### src/rtl/jt12_status_pkg.sv
// Shared constants and helpers for the jt12 status/read-back block:
// address decode, status bit positions and busy counter width.
package jt12_status_pkg;

  localparam logic [1:0] ADDR_COMMON     = 2'b00;
  localparam logic [1:0] ADDR_SSG        = 2'b01;
  // The ADPCM window is 2'b1?: only the MSB is decoded.
  localparam logic [1:0] ADDR_ADPCM      = 2'b10;
  localparam logic [1:0] ADDR_ADPCM_MASK = 2'b10;

  localparam int BUSY   = 7;
  localparam int FULL   = 6;
  localparam int EMPTY  = 5;
  localparam int FLAGB  = 1;
  localparam int FLAGA  = 0;
  localparam int ADPCMB = 7;

  localparam int BUSY_CNT_W = 8;

  typedef enum logic [1:0] {
    SEL_COMMON = 2'd0,
    SEL_SSG    = 2'd1,
    SEL_ADPCM  = 2'd2
  } rd_sel_e;

  function automatic rd_sel_e decode_addr(input logic [1:0] a,
                                          input logic       ssg_en,
                                          input logic       adpcm_en);
    rd_sel_e sel;
    sel = SEL_COMMON;
    if (adpcm_en && ((a & ADDR_ADPCM_MASK) == ADDR_ADPCM))
      sel = SEL_ADPCM;
    else if (ssg_en && (a == ADDR_SSG))
      sel = SEL_SSG;
    else if (a == ADDR_COMMON)
      sel = SEL_COMMON;
    return sel;
  endfunction

  function automatic logic [7:0] common_byte(input logic b,
                                             input logic full,
                                             input logic empty,
                                             input logic fb,
                                             input logic fa);
    logic [7:0] v;
    v        = '0;
    v[BUSY]  = b;
    v[FULL]  = full;
    v[EMPTY] = empty;
    v[FLAGB] = fb;
    v[FLAGA] = fa;
    return v;
  endfunction

endpackage

### src/rtl/jt12_status_busy.sv
// Reloadable write-busy down-counter: a load restarts the full period,
// each cen tick counts down, busy is high while the count is nonzero.
module jt12_status_busy
  import jt12_status_pkg::*;
#(
  parameter int BUSY_CYCLES = 32
) (
  input  logic clk,
  input  logic rst_n,
  input  logic cen,
  input  logic load,
  output logic busy
);

  localparam logic [BUSY_CNT_W-1:0] LOAD_VAL = BUSY_CNT_W'(BUSY_CYCLES);

  logic [BUSY_CNT_W-1:0] r_cnt;

  // A reload takes priority over a coincident cen tick.
  always_ff @(posedge clk or negedge rst_n) begin
    if (!rst_n) begin
      r_cnt <= '0;
    end else if (load) begin
      r_cnt <= LOAD_VAL;
    end else if (cen && (r_cnt != '0)) begin
      r_cnt <= r_cnt - BUSY_CNT_W'(1);
    end
  end

  assign busy = (r_cnt != '0);

endmodule

### src/rtl/jt12_status.sv
// Chip read-back block: sticky timer/ADPCM flags, write-busy timer,
// registered IRQ line and the flavour-dependent registered read mux.
module jt12_status
  import jt12_status_pkg::*;
#(
  parameter int use_ssg     = 0,
  parameter int use_adpcm   = 0,
  parameter int use_fifo    = 0,
  parameter int ADPCMA_CH   = 6,
  parameter int BUSY_CYCLES = 32
) (
  input  logic                 rst_n,
  input  logic                 clk,
  input  logic                 cen,
  input  logic                 wr,
  input  logic [1:0]           addr,
  input  logic                 flag_A_set,
  input  logic                 flag_B_set,
  input  logic                 flag_A_clr,
  input  logic                 flag_B_clr,
  input  logic [ADPCMA_CH-1:0] adpcma_end,
  input  logic [ADPCMA_CH-1:0] adpcma_clr,
  input  logic                 adpcmb_end,
  input  logic                 adpcmb_clr,
  input  logic [ADPCMA_CH+2:0] irq_mask,
  input  logic                 fifo_full,
  input  logic                 fifo_empty,
  input  logic [7:0]           psg_dout,
  output logic [7:0]           dout,
  output logic                 busy,
  output logic                 irq_n
);

  logic                 r_flag_a;
  logic                 r_flag_b;
  logic                 r_adpcmb;
  logic [ADPCMA_CH-1:0] r_adpcma;
  logic [7:0]           r_dout;
  logic                 r_irq_n;

  logic                 w_busy;
  logic [5:0]           w_adpcma6;
  logic [7:0]           w_adpcm_byte;
  logic [7:0]           w_common;
  logic [7:0]           w_rd;
  logic [ADPCMA_CH+2:0] w_flags;
  rd_sel_e              w_sel;

  jt12_status_busy #(
    .BUSY_CYCLES (BUSY_CYCLES)
  ) u_busy (
    .clk   (clk),
    .rst_n (rst_n),
    .cen   (cen),
    .load  (wr & addr[0]),
    .busy  (w_busy)
  );

  // Sticky flags: a set pulse beats a clear in the same cycle.
  always_ff @(posedge clk or negedge rst_n) begin
    if (!rst_n) begin
      r_flag_a <= 1'b0;
      r_flag_b <= 1'b0;
      r_adpcma <= '0;
      r_adpcmb <= 1'b0;
    end else begin
      r_flag_a <= flag_A_set | (r_flag_a & ~flag_A_clr);
      r_flag_b <= flag_B_set | (r_flag_b & ~flag_B_clr);
      if (use_adpcm != 0) begin
        r_adpcma <= adpcma_end | (r_adpcma & ~adpcma_clr);
        r_adpcmb <= adpcmb_end | (r_adpcmb & ~adpcmb_clr);
      end else begin
        r_adpcma <= '0;
        r_adpcmb <= 1'b0;
      end
    end
  end

  always_comb begin
    w_adpcma6 = '0;
    for (int i = 0; i < ADPCMA_CH; i++) begin
      w_adpcma6[i] = r_adpcma[i];
    end
    w_adpcm_byte         = '0;
    w_adpcm_byte[ADPCMB] = r_adpcmb;
    w_adpcm_byte[5:0]    = w_adpcma6;

    w_common = common_byte(w_busy,
                           (use_fifo != 0) & fifo_full,
                           (use_fifo != 0) & fifo_empty,
                           r_flag_b, r_flag_a);

    w_sel = decode_addr(addr, use_ssg != 0, use_adpcm != 0);
    w_rd  = w_common;
    case (w_sel)
      SEL_SSG:   w_rd = psg_dout;
      SEL_ADPCM: w_rd = w_adpcm_byte;
      default:   w_rd = w_common;
    endcase

    w_flags = {r_adpcmb, r_adpcma, r_flag_b, r_flag_a};
  end

  // Read data and IRQ are registered views of the flag/busy registers.
  always_ff @(posedge clk or negedge rst_n) begin
    if (!rst_n) begin
      r_dout  <= '0;
      r_irq_n <= 1'b1;
    end else begin
      r_dout  <= w_rd;
      r_irq_n <= ~|(w_flags & irq_mask);
    end
  end

  assign dout  = r_dout;
  assign busy  = w_busy;
  assign irq_n = r_irq_n;

endmodule
### config.mk
export PLATFORM = sky130hd
export DESIGN_NAME = jt12_status
export DESIGN_NICKNAME = d
export VERILOG_FILES = /design/src/rtl/jt12_status_pkg.sv /design/src/rtl/jt12_status_busy.sv /design/src/rtl/jt12_status.sv
export SDC_FILE = /design/constraint.sdc
export NUM_CORES = 1
export LEC_CHECK = 0
export CORE_AREA = 2 2 52 54
export CTS_CLUSTER_SIZE = 28
export DETAILED_ROUTE_END_ITERATION = 16
export DIE_AREA = 0 0 54 56
export GPL_ROUTABILITY_DRIVEN = 0
export GPL_TIMING_DRIVEN = 0
export PLACE_DENSITY = 0.7
export SYNTH_ARGS = -nofsm -noshare
export SYNTH_HDL_FRONTEND = slang
export SYNTH_SLANG_ARGS = --single-unit
### constraint.sdc
create_clock -name clk -period 2.15 [get_ports clk]
set_clock_uncertainty 0.2 [all_clocks]
set_input_delay 0.3225 -clock clk [delete_from_list [all_inputs] [get_ports clk]]
set_output_delay 0.3225 -clock clk [all_outputs]
set_load 0.01 [all_outputs]
==> run metrics <==
Relative slew margins=between 50 and 60%; kind of path behind the tightest hold check=register to register; Worst path slowest cell=sky130_fd_sc_hd__or4_4; pins over their slew limit=0; run status=finished, final reports clean; multi-input gate area in the final layout=about 340 um2; Period minus WS final=1980 ps; setup repair after global routing missed its margin=no; number of standard cells in the final layout excluding fillers=124; FF+latch area=about 350 um2; vias in the first global route=between 500 and 600; category of cells accounting for the largest share of critical-path delay=simple AND/OR/NAND/NOR gates; dpl cells=between 100 and 150; dominant cell by count in the synthesized netlist=sky130_fd_sc_hd__dfrtp_1; pin count of the biggest net entering global routing=15; global route overflow=0; cell-by-cell trace of the critical path=or4_4, or4_1, a21oi_1; simple-gate area share of the yosys netlist=20.1%; diode insertion count for antenna repair=0; fillers=260; share of the synthesized area in compound gates (AO/OA/AOI/OAI)=between 10% and 20%; number of warnings issued by yosys=0; starting density of the core=28.9%; number of distinct library cell variants in the gate-level netlist after synthesis=30; Worst setup SP type=register; commonest cells in the synthesized netlist=13 x sky130_fd_sc_hd__dfrtp_1, 9 x sky130_fd_sc_hd__nand2_1, 6 x sky130_fd_sc_hd__inv_1; number of top-level pins=53; post-synth design cell area=703 um2; Finished Cell Area=between 900 and 1000 um2; cell types occupying the most area after synthesis=sky130_fd_sc_hd__dfrtp_1 46%, sky130_fd_sc_hd__mux2i_1 5.7%, sky130_fd_sc_hd__buf_4 5.3%, sky130_fd_sc_hd__nand2_1 4.8%, sky130_fd_sc_hd__dfstp_2 3.7%; TritonCTS sink count=14; layout cell share with drive strength beyond 1=between 10% and 20%; Setup crit end kind=register; leading area contributor after synthesis=sky130_fd_sc_hd__dfrtp_1; clock root cell=sky130_fd_sc_hd__clkbuf_4; CTS tree=built; average detailed-routed wire length per instance=approximately 10 um; largest family of logic cells by synthesized area=simple AND/OR/NAND/NOR gates; commonest register cell after synthesis=sky130_fd_sc_hd__dfrtp_1; HPWL after DPL=1.01 mm; maximum fanout along the worst path=7; measured slew at the worst slew-check pin=approximately 610 ps; xor and xnor fraction of the mapped netlist area=0%; share of cell area taken by muxes after synthesis=under 10%; clock-pin transition on the worst setup and hold timing paths=roughly 80 ps; Synth Instances=70; worst setup slack after layout=roughly 170 ps; Initial DRC Count=8; post-synthesis share of cell area spent on full adders, half adders and majority gates=between 1.5 and 2%; final hold violations=0; fin nets=139; area of the die=3020 um2; worst setup slack after placement=-81.7 ps; area of placed instances=906 um2; Overall Global Routing Usage=under 10%; Die Height=56 um; die span in x=approximately 54 um; maxcap violations=0; delay of the slowest critical-path stage=between 500 and 600 ps; power density over the cells=about 960 nW/um2; antenna violation net count after detailed routing=0; CTS Buf Count=3; mean instance size in the synthesized netlist=approximately 10 um2; clock insertion delay at the later pin of the skew report=around 280 ps; share of synthesized flip-flops with an asynchronous set or reset=100%; FF+latch count, synth=14; wire length after detailed routing=approximately 1.3 mm; post-route DRC violation count=0; area growth from synthesis to layout=38.4%; vias after detailed routing=around 570; required time reported for the critical path endpoint=between 2000 and 2500 ps; antenna violations before repair=0; detailed-route vias per instance=approximately 4.6; number of core rows=18; wire length of the first global-routing pass=~2.2 mm; top cell type's share of synthesized area=46.3%; H-tree depth reported by CTS=1; leakage power total=between 0.4 and 0.5 nW; maximum count of clock buffers along a single path=2; Peak VDD IR=0.000644 V; final worst path period share=92.1%; CP bufs+invs=0; maximum frequency from static timing analysis=505 MHz; count of input and output buffers=15; critical setup path kind=register to register; TritonRoute pass-1 iters=4; arrival time of the worst setup path=approximately 2000 ps; # setup viols final=0; floorplan core area=approximately 2400 um2; sequential cell area fraction in the yosys report=roughly half; number of enable flip-flop cells after synthesis=0
[layout by cell type (no fill, tap or decap), types with 2 or more instances in the layout]
cell type / instances
sky130_fd_sc_hd__clkdlybuf4s50_1: 14
sky130_fd_sc_hd__dfrtp_1: 13
sky130_fd_sc_hd__nand2_1: 9
sky130_fd_sc_hd__inv_1: 6
sky130_fd_sc_hd__buf_4: 6
sky130_fd_sc_hd__a21oi_1: 5
sky130_fd_sc_hd__conb_1: 5
sky130_fd_sc_hd__mux2i_1: 4
sky130_fd_sc_hd__o21ai_0: 3
sky130_fd_sc_hd__clkbuf_4: 3
sky130_fd_sc_hd__a21o_1: 2
sky130_fd_sc_hd__and2_1: 2
[final cells by class]
class,count,share of cell area [%]
Inverter,6,2.31
Clock buffer,4,3.73
Tap cell,30,3.86
Timing Repair Buffer,16,15.7
Multi-Input combinational cell,49,34.4
Buffer,5,3.86
Sequential cell,14,36.1
[sequential cells by signal, indices dropped and copies added (netlist names)]
signal and count:
u_busy.r_cnt 8, r_flag_a 1, dout 3, irq_n 1
r_flag_b 1
[kinds of logic after synthesis]
| family | Yosys count |
|---|---|
| compound gates | 15 |
| fa+ha+maj | 1 |
| buf+inv | 11 |
| flops | 14 |
| mux | 4 |
| other cells | 1 |
| simple gates | 24 |
[repair_timing]
item,in CTS,in global routing
buffers inserted,1,0
gates cloned,0,0
hold buffers,0,0
setup endpoints to repair,1,1
resized for setup,5,3
[routing by layer]
layer | global-route usage [%] | part of all wire (%) | up-vias | wire length (um)
met4 | 4.29 | 2.2 | 0 | 28
met2 | 14.3 | 44 | 20 | 573
met3 | 2.42 | 7.2 | 4 | 93
met1 | 13.5 | 46 | 259 | 597
li1 | - | - | 282 | -
met5 | 0 | 0 | - | 0
[report_power, final]
| group | switching (mW) | internal, mW |
|---|---|---|
| Clock | 0.0843 | 0.103 |
| Combinational | 0.151 | 0.191 |
| Sequential | 0.0832 | 0.326 |
| Total | 0.318 | 0.619 |
[per-stage QoR]
| step | hold WS, ps | power (mW) | util (%) | setup TNS [ps] |
|---|---|---|---|---|
| after floorplan | -173 | 0.601 | - | 0 |
| after global placement | 188 | 0.686 | 37.2 | -131 |
| after detailed placement | 194 | 0.700 | 37.2 | -174 |
| after CTS | 218 | 0.947 | 40.1 | 0 |
| after global routing | 245 | 1.01 | 40.0 | 0 |
| final | 211 | 0.938 | 40.0 | 0 |
[final timing paths]
kind / startpoint / end / slack, ps / cells past startpoint
setup / recovery: u_busy.r_cnt[3]$_DFFE_PN0P_ / u_busy.r_cnt[7]$_DFFE_PN0P_ / 170 / 3
max in group asynchronous: rst_n / u_busy.r_cnt[7]$_DFFE_PN0P_ / 1130 / 1
setup reg to reg: u_busy.r_cnt[3]$_DFFE_PN0P_ / u_busy.r_cnt[7]$_DFFE_PN0P_ / 170 / 3
min in group asynchronous: rst_n / r_flag_a$_DFF_PN0_ / 220 / 1
hold / removal: r_flag_a$_DFF_PN0_ / dout[0]$_DFF_PN0_ / 210 / 0
hold reg to reg: r_flag_a$_DFF_PN0_ / dout[0]$_DFF_PN0_ / 210 / 0
No activity file was read; power rests on OpenSTA's default activity.
